## src/rtl/eu_merge.sv

```systemverilog
// Execution unit: merges math, gate and shift sub-units behind one func_t decode, 1-cycle registered result.
// Optional zero/carry flag outputs are built when EU_MERGE_FLAGS_EN is defined.
package simple_processor_pkg;
  localparam int DATAWIDTH = 32;

  typedef enum logic [3:0] {
    FUNC_ADD  = 4'd0,
    FUNC_ADDI = 4'd1,
    FUNC_SUB  = 4'd2,
    FUNC_AND  = 4'd3,
    FUNC_OR   = 4'd4,
    FUNC_XOR  = 4'd5,
    FUNC_NOT  = 4'd6,
    FUNC_SLL  = 4'd7,
    FUNC_SLLI = 4'd8,
    FUNC_SLR  = 4'd9,
    FUNC_SLRI = 4'd10
  } func_t;
endpackage

module eu_merge
  import simple_processor_pkg::*;
#(
  parameter int DATAWIDTH = simple_processor_pkg::DATAWIDTH,
  parameter int IMMWIDTH  = 6
) (
  input  logic                 clk_i,
  input  logic                 rst_i,
  input  logic [DATAWIDTH-1:0] rs1_data_i,
  input  logic [DATAWIDTH-1:0] rs2_data_i,
  input  logic [IMMWIDTH-1:0]  imm_i,
  input  func_t                func_i,
  output logic [DATAWIDTH-1:0] result,
  output logic                 invalid_o
`ifdef EU_MERGE_FLAGS_EN
  ,
  output logic                 zero_o,
  output logic                 carry_o
`endif
);

  typedef enum logic [1:0] {
    GATE_AND = 2'd0,
    GATE_OR  = 2'd1,
    GATE_XOR = 2'd2,
    GATE_NOT = 2'd3
  } gate_sel_t;

  logic [DATAWIDTH-1:0] imm_ext;
  logic                 math_en;
  logic                 gate_en;
  logic                 shift_en;
  logic                 invalid_d;
  logic [DATAWIDTH-1:0] add_b;
  logic                 add_cin;
  gate_sel_t            gate_sel;
  logic                 s_r;
  logic [DATAWIDTH-1:0] shift_amt;

  logic [DATAWIDTH-1:0] math_sum;
  logic [DATAWIDTH-1:0] math_out;
  logic [DATAWIDTH-1:0] gate_out;
  logic [DATAWIDTH-1:0] shift_out;
  logic [DATAWIDTH-1:0] result_d;
  logic [DATAWIDTH-1:0] result_q;
  logic                 invalid_q;

  assign imm_ext = {{(DATAWIDTH-IMMWIDTH){imm_i[IMMWIDTH-1]}}, imm_i};

  // Unknown or unlisted encodings fall to default, leaving every sub-unit disabled.
  always_comb begin
    math_en   = 1'b0;
    gate_en   = 1'b0;
    shift_en  = 1'b0;
    invalid_d = 1'b0;
    add_b     = rs2_data_i;
    add_cin   = 1'b0;
    gate_sel  = GATE_AND;
    s_r       = 1'b0;
    shift_amt = rs2_data_i;
    case (func_i)
      FUNC_ADD:  math_en = 1'b1;
      FUNC_ADDI: begin math_en = 1'b1; add_b = imm_ext; end
      FUNC_SUB:  begin math_en = 1'b1; add_b = ~rs2_data_i; add_cin = 1'b1; end
      FUNC_AND:  begin gate_en = 1'b1; gate_sel = GATE_AND; end
      FUNC_OR:   begin gate_en = 1'b1; gate_sel = GATE_OR; end
      FUNC_XOR:  begin gate_en = 1'b1; gate_sel = GATE_XOR; end
      FUNC_NOT:  begin gate_en = 1'b1; gate_sel = GATE_NOT; end
      FUNC_SLL:  shift_en = 1'b1;
      FUNC_SLLI: begin shift_en = 1'b1; shift_amt = imm_ext; end
      FUNC_SLR:  begin shift_en = 1'b1; s_r = 1'b1; end
      FUNC_SLRI: begin shift_en = 1'b1; s_r = 1'b1; shift_amt = imm_ext; end
      default:   invalid_d = 1'b1;
    endcase
  end

`ifdef EU_MERGE_FLAGS_EN
  logic math_cout;
  always_comb begin
    {math_cout, math_sum} = {1'b0, rs1_data_i} + {1'b0, add_b}
                          + {{DATAWIDTH{1'b0}}, add_cin};
  end
`else
  always_comb begin
    math_sum = rs1_data_i + add_b + {{(DATAWIDTH-1){1'b0}}, add_cin};
  end
`endif

  always_comb begin
    math_out = math_en ? math_sum : '0;
  end

  always_comb begin
    gate_out = '0;
    if (gate_en) begin
      case (gate_sel)
        GATE_AND: gate_out = rs1_data_i & rs2_data_i;
        GATE_OR:  gate_out = rs1_data_i | rs2_data_i;
        GATE_XOR: gate_out = rs1_data_i ^ rs2_data_i;
        default:  gate_out = ~rs1_data_i;
      endcase
    end
  end

  // Full-width shift amount: anything >= DATAWIDTH (incl. negative immediates) yields zero.
  always_comb begin
    shift_out = '0;
    if (shift_en) begin
      shift_out = s_r ? (rs1_data_i >> shift_amt) : (rs1_data_i << shift_amt);
    end
  end

  always_comb begin
    result_d = math_out | gate_out | shift_out;
  end

  always_ff @(posedge clk_i) begin
    if (rst_i) begin
      result_q  <= '0;
      invalid_q <= 1'b0;
    end else begin
      result_q  <= result_d;
      invalid_q <= invalid_d;
    end
  end

  assign result    = result_q;
  assign invalid_o = invalid_q;

`ifdef EU_MERGE_FLAGS_EN
  logic zero_d;
  logic zero_q;
  logic carry_d;
  logic carry_q;

  // For SUB the adder carry-out is the inverted borrow, i.e. rs1 >= rs2 unsigned.
  always_comb begin
    zero_d  = (result_d == '0);
    carry_d = math_en & math_cout;
  end

  always_ff @(posedge clk_i) begin
    if (rst_i) begin
      zero_q  <= 1'b0;
      carry_q <= 1'b0;
    end else begin
      zero_q  <= zero_d;
      carry_q <= carry_d;
    end
  end

  assign zero_o  = zero_q;
  assign carry_o = carry_q;
`endif

endmodule

```

## config.mk

```make
export PLATFORM = sky130hd
export DESIGN_NAME = eu_merge
export DESIGN_NICKNAME = d
export VERILOG_FILES = /design/src/rtl/eu_merge.sv
export SDC_FILE = /design/constraint.sdc
export NUM_CORES = 1
export LEC_CHECK = 0
export ABC_AREA = 1
export CORE_UTILIZATION = 53
export DETAILED_ROUTE_END_ITERATION = 6
export GPL_ROUTABILITY_DRIVEN = 0
export PLACE_DENSITY_LB_ADDON = 0.12
export SLEW_MARGIN = 20
export SYNTH_ARGS = -nofsm -noshare
export SYNTH_HDL_FRONTEND = slang
export SYNTH_SLANG_ARGS = --single-unit
```

## constraint.sdc

```tcl
create_clock -name clk_i -period 4.2 [get_ports clk_i]
set_input_delay 1.26 -clock clk_i [delete_from_list [all_inputs] [get_ports clk_i]]
set_output_delay 1.26 -clock clk_i [all_outputs]
set_load 0.02 [all_outputs]
```

# == Yosys cells after proc, flatten, opt, wreduce, memory -nomap -nowiden ==
# Cells that the tools add are included.
# totals
n_memories,0
input_bits,76
output_inout_bits,33
elab_cells,47
mem_bits_rw,0
regBits,33
latch_bits,0
rom_bits,0
# op_classes
addsub,2
shift,2
div,0
n_eq_ne,12
reduce_logical,8
mul,0
order_cmp,0
bitwise_logic,7
muxes,14
# ops
op,count
$mux W32,5
$or A32 B32 Y32,3
$pmux W32 S3,1
$not A32 Y32,2
$pmux W32 S2,1
$add A32 B1 Y32,1
$add A32 B32 Y32,1
$and A32 B32 Y32,1
$shl A32 B32 Y32,1
$shr A32 B32 Y32,1
$xor A32 B32 Y32,1
$eq A4 B3 Y1 const B,4
$eq A4 B4 Y1 const B,3
$reduce_or A11 Y1,1
$eq A4 B2 Y1 const B,2
$reduce_or A4 Y1,2
$mux W1,6
$pmux W2 S3,1
$eq A4 B1 Y1 const B,1
$logic_not A4 Y1,1
$reduce_or A2 Y1,2
$reduce_or A3 Y1,1
$eq A2 B1 Y1 const B,1
$eq A2 B2 Y1 const B,1
$logic_not A2 Y1,1

# == Logic depth before layout (Yosys ltp) ==
# Gate-level depths: netlist (run 1).
# depth
depth_word,7
mapped_depth,26

# == Least setup slack after synthesis (run 1) ==
# OpenSTA, ideal clock, no wires.
# synth_timing
path_kind,in2reg
start,in func_i[3]
end,"reg result_q[24], in the netlist result[24]"
n_path_buf,0
required_time_ns,4.133
path_stages,21
path_slack_ns,-0.131
arrival_ns,4.263
path_cell_list,nor2_1 > inv_1 > nor2_1 > inv_1 > o211ai_1 > o21ai_0 > fa_1 > fa_1 > inv_1 > nand3_1 > nand2_1 > a21oi_1 > o21ai_0 > a21boi_0 > o21bai_1 > nand2_1 > nand2_1 > nor2_1 > o21ai_0 > inv_1 > a21oi_2
# synth_between
elab_chain_cells,7
word_cells_on_any_way,38
cone_classes,2 x add/sub; 12 x eq/ne; 2 x shift; 13 x mux; 2 x bitwise; 7 x reduce/logical
# synth_rtl
element,line,text
start: declaration,32,"input func_t func_i,"
"$eq A4 B2 Y1, or another cell as far along",81,case (func_i)
"$pmux W32 S2, or another cell as far along",81,
"$add A32 B32 Y32, or another cell as far along",105,"math_sum = rs1_data_i + add_b + {{(DATAWIDTH-1){1'b0}}, add_cin};"
"$add A32 B1 Y32, or another cell as far along",105,
"$mux W32, on equally long branches","110, 115, 129",
$or A32 B32 Y32 or $mux W32 (tied branches),"134, 128",
$or A32 B32 Y32 (*),134,result_d = math_out | gate_out | shift_out;
end signal: assignment,142,result_q <= result_d;
end: declaration,65,logic [DATAWIDTH-1:0] result_q;
# Mark *: on every way between the ends. The rest lies on a longest branch, timed or not.
# A chain may end at the register's enable or synchronous reset.

# == Final worst setup path (run 1) ==
# layout_timing
start,in func_i[2]
end,"reg result_q[13], in the netlist result[13]"
# The elaborated chain is that of the path after synthesis.

==> summary.txt, run 1 <==
Clocking
  • CTS buffer count: 5
  • CTS tree: yes
  • Reg clk slew, reported paths: 50 ps
  • Clock Sinks: 33
  • H-tree levels: 2
  • Clock root buffer: clkbuf_16
  • Bufs on Longest Clock Path: 2

Routing
  • DRC viols: 146
  • Final antenna-violating net count: 0
  • Drt total wl: 42500 um
  • Pre-antenna DRT Iters: 7
  • Avg WL per Cell: 20.1 um
  • Via count: 13400
  • Vias per cell: 6.36
  • Initial DRC count: 2490

Timing
  • Setup slack after layout: -285 ps
  • Worst Tran Pin Value: 1010 ps
  • Setup violators final: 23
  • Period utilization: 107%
  • Fmax: 223 MHz
  • Slew headroom: 32.3%
  • Unrepaired setup endpoints after global routing: yes
  • Fin. Hold Viols: 0
  • Slew Viols, Final: 0
  • Setup TNS: -3240 ps
  • Fin crit period: 4490 ps

Worst setup path
  • Crit path kind: in -> reg
  • Startpoint Class: input port
  • Worst Path Arrival: 4630 ps
  • CP Launch Point: func_i[2]
  • CP cell instances: buf_2 > nor2_4 > inv_2 > nor2_4 > inv_1 > nor2_1 > a211oi_2 > a21oi_1 > ha_1 > nand2_1 > nor2_1 > nand2_1 > o21ai_0 > nand2_1 > nand2_2 > o21ai_0 > a21oi_1 > a31oi_2 > buf_4 > a21oi_1
  • Worst path slowest cell: a211oi_2
  • Crit path largest cell delay: 510 ps
  • Family with the most delay on the worst path: compound AO/OA/AOI/OAI gates
  • Crit-path max FO: 6
  • Crit. End Element: flip-flop
  • CP bufs+invs: 4
  • Worst endpoint required time: 4350 ps

GRT
  • Vias in the first global route: 11800
  • Initial antenna violation count: 1
  • GRT Total Usage: 44.4%
  • Largest net degree at the start of global routing: 76
  • Wire length of the first global-routing pass: 62400 um
  • Grt total ovfl: 0

Layout
  • Layout area overhead: 33.3%
  • Proportion of layout cells with a drive suffix above 1: 19.2%
  • Final Util: 73.1%
  • FF/Latch Area: 661 um2
  • Cell area after layout: 12300 um2
  • ANT cells: 0
  • Fill cells: 1481
  • Multi-input logic area: 7690 um2
  • NumNets Final: 2061

Synthesis
  • Mapped Cells: 1654
  • Main synth FF type: dfxtp_1
  • Synth warn: 0
  • Seq/Total Area, Yosys: 7.16%
  • Flops & latches, synth: 33
  • Syn Nets: 1826
  • Post-synth EDFFs: 0
  • Post-synth cell types: 50
  • Avg Cell Area, Syn: 5.58 um2
  • Async set or reset register ratio after synthesis: 0%
  • Syn Std Cell Area: 9230 um2

Min path
  • Hold Startpoint: func_i[3]
  • Hold WC Path Type: in -> reg

Floorplan
  • Vert. Die Dim: 134 um
  • Core footprint: 16800 um2
  • IO Pins: 109
  • Die area: 17900 um2
  • Row count: 47
  • Die width: 134 um
  • Initial Utilization: 54.9%

Placement
  • IO buf count: 108
  • Area after DPL: 11600 um2
  • HPWL Detailed: 31700 um

Job
  • Max_cap viols: 0

Pwr
  • Cell Pwr Density: 208 nW/um2
  • VDD IR max: 0.195 mV
  • P_leak: 5.93 nW
  • Power Total: 2.56 mW

Run status
  • Failing checks: DRC, setup timing
  • Status: finished with violations
[final timing paths]
path	to	slack, ps	cells after the start
setup / recovery	result[13]$_SDFF_PP0_	-290	20
hold / removal	invalid_o$_SDFF_PP0_	1470	4
[where the power goes]
group / internal, mW / switching, mW / leakage (nW)
sequential: 0.338 / 0.0142 / 0.270
combinational: 0.716 / 1.07 / 5.57
clock: 0.296 / 0.129 / 0.0841
total: 1.35 / 1.21 / 5.93
[repair_timing]
| item | CTS | global route |
|---|---|---|
| setup endpoints to repair | 25 | 30 |
| setup buffers | 19 | 7 |
| pin swaps | 12 | 34 |
| resized for setup | 23 | 89 |
| cloned | 0 | 1 |
| hold buffers | 0 | 0 |
[flip-flops by register name (all words and copies together), names as in the netlist]
name / flops
invalid_o: 1
result: 32
[cell usage after synthesis, types with 2 or more instances]
| cell type | count | share of area (%) |
|---|---|---|
| nand2_1 | 416 | 17 |
| nand3_1 | 342 | 19 |
| a21oi_1 | 163 | 8.8 |
| inv_1 | 141 | 5.7 |
| ha_1 | 94 | 13 |
| nor2_1 | 88 | 3.6 |
| o21ai_0 | 65 | 3.5 |
| clkbuf_1 | 37 | 1.5 |
| buf_2 | 33 | 1.8 |
| dfxtp_1 | 33 | 7.2 |
| nand4_1 | 26 | 1.8 |
| inv_2 | 24 | 0.98 |
| nand3_2 | 17 | 1.8 |
| o21ai_1 | 16 | 0.87 |
| o2111ai_1 | 15 | 1.4 |
| o211ai_1 | 15 | 1.2 |
| a221oi_1 | 13 | 1.2 |
| a31oi_1 | 9 | 0.61 |
| buf_1 | 9 | 0.37 |
| o22ai_1 | 9 | 0.61 |
| buf_6 | 8 | 0.98 |
| a211oi_1 | 6 | 0.49 |
| xnor2_1 | 6 | 0.57 |
| a21o_1 | 5 | 0.41 |
| buf_4 | 5 | 0.41 |
| nor2_2 | 5 | 0.34 |
| o21a_1 | 5 | 0.41 |
| o21bai_1 | 5 | 0.41 |
| nand2_2 | 4 | 0.27 |
| xor2_1 | 4 | 0.38 |
| a21boi_0 | 3 | 0.24 |
| o21ai_2 | 3 | 0.28 |
| o21ai_4 | 3 | 0.53 |
| or2_2 | 3 | 0.20 |
| buf_8 | 2 | 0.33 |
| fa_1 | 2 | 0.43 |
| inv_4 | 2 | 0.14 |
| nand2_4 | 2 | 0.24 |
| nand4_2 | 2 | 0.27 |
| nor3_1 | 2 | 0.11 |
| o221ai_1 | 2 | 0.19 |
| o31ai_1 | 2 | 0.16 |
[per-layer routing]
| metal | vias to the layer above | track usage, % | wire [um] |
|---|---|---|---|
| li1 | 6149 | - | - |
| met1 | 5861 | 56.8 | 16000 |
| met2 | 1144 | 66.3 | 17000 |
| met3 | 271 | 11.0 | 6030 |
| met4 | 4 | 28.3 | 3500 |
| met5 | - | 0 | 39 |
[cell usage in the layout (no fill, tap or decap), types with 6 or more instances in the layout]
cell / synthesis / routed
a21oi_1: 163 / 144
a21oi_2: 1 / 19
a221oi_1: 13 / 13
buf_12: 1 / 12
buf_4: 5 / 201
clkbuf_16: 0 / 6
clkdlybuf4s50_1: 0 / 104
dfxtp_1: 33 / 33
ha_1: 94 / 94
inv_1: 141 / 133
inv_2: 24 / 31
nand2_1: 416 / 406
nand2_2: 4 / 13
nand3_1: 342 / 340
nand3_2: 17 / 19
nand4_1: 26 / 26
nor2_1: 88 / 77
nor2_2: 5 / 9
nor2_4: 1 / 8
o2111ai_1: 15 / 15
o211ai_1: 15 / 15
o21ai_0: 65 / 54
o21ai_1: 16 / 22
o21ai_2: 3 / 7
o22ai_1: 9 / 9
xnor2_1: 6 / 6
[worst min-delay path, delay by kind of cell]
kind,cells,cell delay [ps]
buffers and inverters,3,340
and+or+nand+nor,1,80
[cell families (layout without fill, tap and decap cells)]
kind of cell | count (synthesis) | count (layout) | share of synthesized area, %
flops | 33 | 33 | 7.16
fa+ha+maj | 96 | 96 | 13.2
compound gates | 342 | 342 | 21.7
simple gates | 910 | 910 | 44.5
xor+xnor | 10 | 10 | 0.949
buf+inv | 263 | 499 | 12.5
[through the flow]
step           instances  hold WS [ps]  setup WS, ps
5_1_grt             2110          1470          -579
2_1_floorplan       1654          1440         0.449
3_5_place_dp        2075          2060          -720
4_1_cts             2102          1580          1.66
6_report            2110          1470          -285
3_3_place_gp        2075          2050          -578
[final cells by class]
type	count	area share, %
inverter	168	5.22
clock inverter	1	0.244
multi-input combinational	1358	62.5
sequential	33	5.37
tap	220	2.24
clock buffer	7	1.16
timing repair buffer	323	23.2
Note: power is estimated with default switching activity, not from simulation.
==> run 2: changes to the inputs <==
- CTS_CLUSTER_SIZE: default -> 12
==> results of run 2 <==
The final DEF is identical to that of run 1; final timing and power are the same.
==> run 3: changes to the inputs <==
- CORE_UTILIZATION: 53 -> 55
- clock period: 4.2 -> 4.7 ns (I/O delays scaled with it)
==> summary.txt, run 3 (same netlist as run 1, synthesis figures left out) <==
Routing
  • Pre-antenna DRT Iters: 7 (unchanged)
  • Drt total wl: 39600 um (was 42500 um)
  • Avg WL per Cell: 19.3 um (was 20.1 um)
  • Via count: 13200 (was 13400)
  • Vias per cell: 6.41 (was 6.36)
  • Final antenna-violating net count: 0 (unchanged)
  • DRC viols: 71 (was 146)
  • Initial DRC count: 2343 (was 2490)

GRT
  • Initial antenna violation count: 5 (was 1)
  • Largest net degree at the start of global routing: 76 (unchanged)
  • Grt total ovfl: 0 (unchanged)
  • GRT Total Usage: 43.6% (was 44.4%)
  • Vias in the first global route: 11700 (was 11800)
  • Wire length of the first global-routing pass: 60700 um (was 62400 um)

Worst setup path
  • Startpoint Class: input port (unchanged)
  • Crit. End Element: flip-flop (unchanged)
  • CP Launch Point: func_i[3] (was func_i[2])
  • Worst endpoint required time: 4920 ps (was 4350 ps)
  • Worst Path Arrival: 4860 ps (was 4630 ps)
  • Crit-path max FO: 14 (was 6)
  • Crit path kind: in -> reg (unchanged)

Placement
  • IO buf count: 108 (unchanged)
  • HPWL Detailed: 30200 um (was 31700 um)

Timing
  • Fin crit period: 4650 ps
  • Fmax: 215 MHz
  • Worst Tran Pin Value: 1160 ps (was 1010 ps)
  • Unrepaired setup endpoints after global routing: yes (unchanged)
  • Setup violators final: 0 (was 23)
  • Period utilization: 98.9%
  • Slew headroom: 22.8% (was 32.3%)
  • Fin. Hold Viols: 0 (unchanged)
  • Setup TNS: 0 ps (was -3240 ps)
  • Slew Viols, Final: 0 (unchanged)

Pwr
  • P_leak: 5.65 nW (was 5.93 nW)
  • Cell Pwr Density: 192 nW/um2 (was 208 nW/um2)
  • VDD IR max: 0.208 mV (was 0.195 mV)

Layout
  • Commonest non-fill, non-tap cells in the layout: 409 x nand2_1, 340 x nand3_1, 147 x buf_4 (was 406 x nand2_1, 340 x nand3_1, 201 x buf_4)
  • Proportion of layout cells with a drive suffix above 1: 16.3% (was 19.2%)
  • Max FFs per register: 32 (unchanged)
  • Final Util: 73.4% (was 73.1%)
  • NumNets Final: 2002 (was 2061)
  • Fill cells: 1398 (was 1481)
  • Layout area overhead: 28.1% (was 33.3%)
  • Most common cell after layout, fill and taps aside: nand2_1 (unchanged)

Floorplan
  • Core footprint: 16100 um2 (was 16800 um2)
  • Vert. Die Dim: 132 um (was 134 um)
  • Die width: 132 um (was 134 um)
  • Initial Utilization: 57.3% (was 54.9%)
  • Row count: 46 (was 47)
  • Die area: 17300 um2 (was 17900 um2)
  • IO Pins: 109 (unchanged)

Clocking
  • Clock Sinks: 33 (unchanged)
  • CTS buffer count: 5 (unchanged)
  • CTS hold repair buffers: 0 (unchanged)
  • Bufs on Longest Clock Path: 2 (unchanged)
  • H-tree levels: 2 (unchanged)
  • Reg clk slew, reported paths: 60 ps (was 50 ps)
  • Clock root buffer: clkbuf_16 (unchanged)
  • CTS tree: yes (unchanged)

Min path
  • Hold Startpoint: func_i[1] (was func_i[3])
  • Hold WC Path Type: in -> reg (unchanged)

Run status
  • Status: finished with violations (unchanged)
  • Failing checks: DRC (was DRC, setup timing)

Job
  • Max_cap viols: 0 (unchanged)
## run 3: cell types whose count changed in the layout (fill, tap and decap cells not counted), sizes merged
cell | before | now
dlymetal6s2s | 0 | 3
clkbuf | 9 | 5
clkdlybuf4s50 | 104 | 105
bufinv | 1 | 2
diode | 0 | 4
clkinv | 0 | 2
buf | 217 | 156
inv | 167 | 166
## run 3: critical path: stages
cell             delay [ps]
clkdlybuf4s50_1         510
nor2_2                   60
inv_1                   100
nor2_2                   50
buf_4                   150
nand2_1                 100
nand2_4                  80
buf_12                  160
buf_4                   160
a21oi_1                 180
a21oi_1                  60
ha_1                    360
a21oi_2                 210
inv_1                    70
a21oi_2                 130
o21a_1                  150
inv_1                    60
a21oi_1                 160
nand2_1                 100
a21oi_1                 130
o21ai_0                  90
nand2_1                 200
inv_1                    70
a21oi_1                 130
## run 3: worst paths after layout
path,to,slack (ps),cells after the start
worst max-delay path,result[29]$_SDFF_PP0_,50,24
worst min-delay path,invalid_o$_SDFF_PP0_,1710,6
## run 3: layout make-up
class	instances	area, um2	area share [%]
Multi-Input combinational cell	1358	7700	65.1
Sequential cell	33	661	5.59
Timing Repair Buffer	264	2350	19.9
Tap cell	216	270	2.29
Clock inverter	3	65.1	0.550
Antenna cell	4	10.0	0.0846
Clock buffer	5	125	1.06
Inverter	168	642	5.43
## run 3: what timing repair did
item                                   CTS  global route
setup buffers                            1             6
pin swaps                                2            22
cloned                                   0             0
resized for setup                        9            89
setup endpoints to repair               12            26
endpoints found under the hold margin    0             0
## run 3: per-layer routing
layer	track usage (%)	routed length, um
met5	0	20
met4	27.9	2930
met3	12.5	5600
met2	64.9	16400
met1	54.8	14700
## run 3: per-stage QoR
step                      power [mW]  cells  hold slack, ps  cell area (um2)  setup WS, ps
after floorplan                 1.15   1654            1590             9230           219
after global placement          1.68   2032            2180            11300          -321
after detailed placement        1.70   2032            2170            11300          -511
after CTS                       2.14   2041            1880            11500          2.18
after global routing            2.40   2048            1750            11800         -27.8
final                           2.27   2051            1710            11800          51.6
## run 3: where the power goes
group	switching (mW)	internal, mW	total, mW	leakage (nW)
combinational	0.928	0.596	1.52	5.29
clock	0.127	0.303	0.429	0.0938
sequential	0.0115	0.302	0.313	0.270
total	1.07	1.20	2.27	5.65
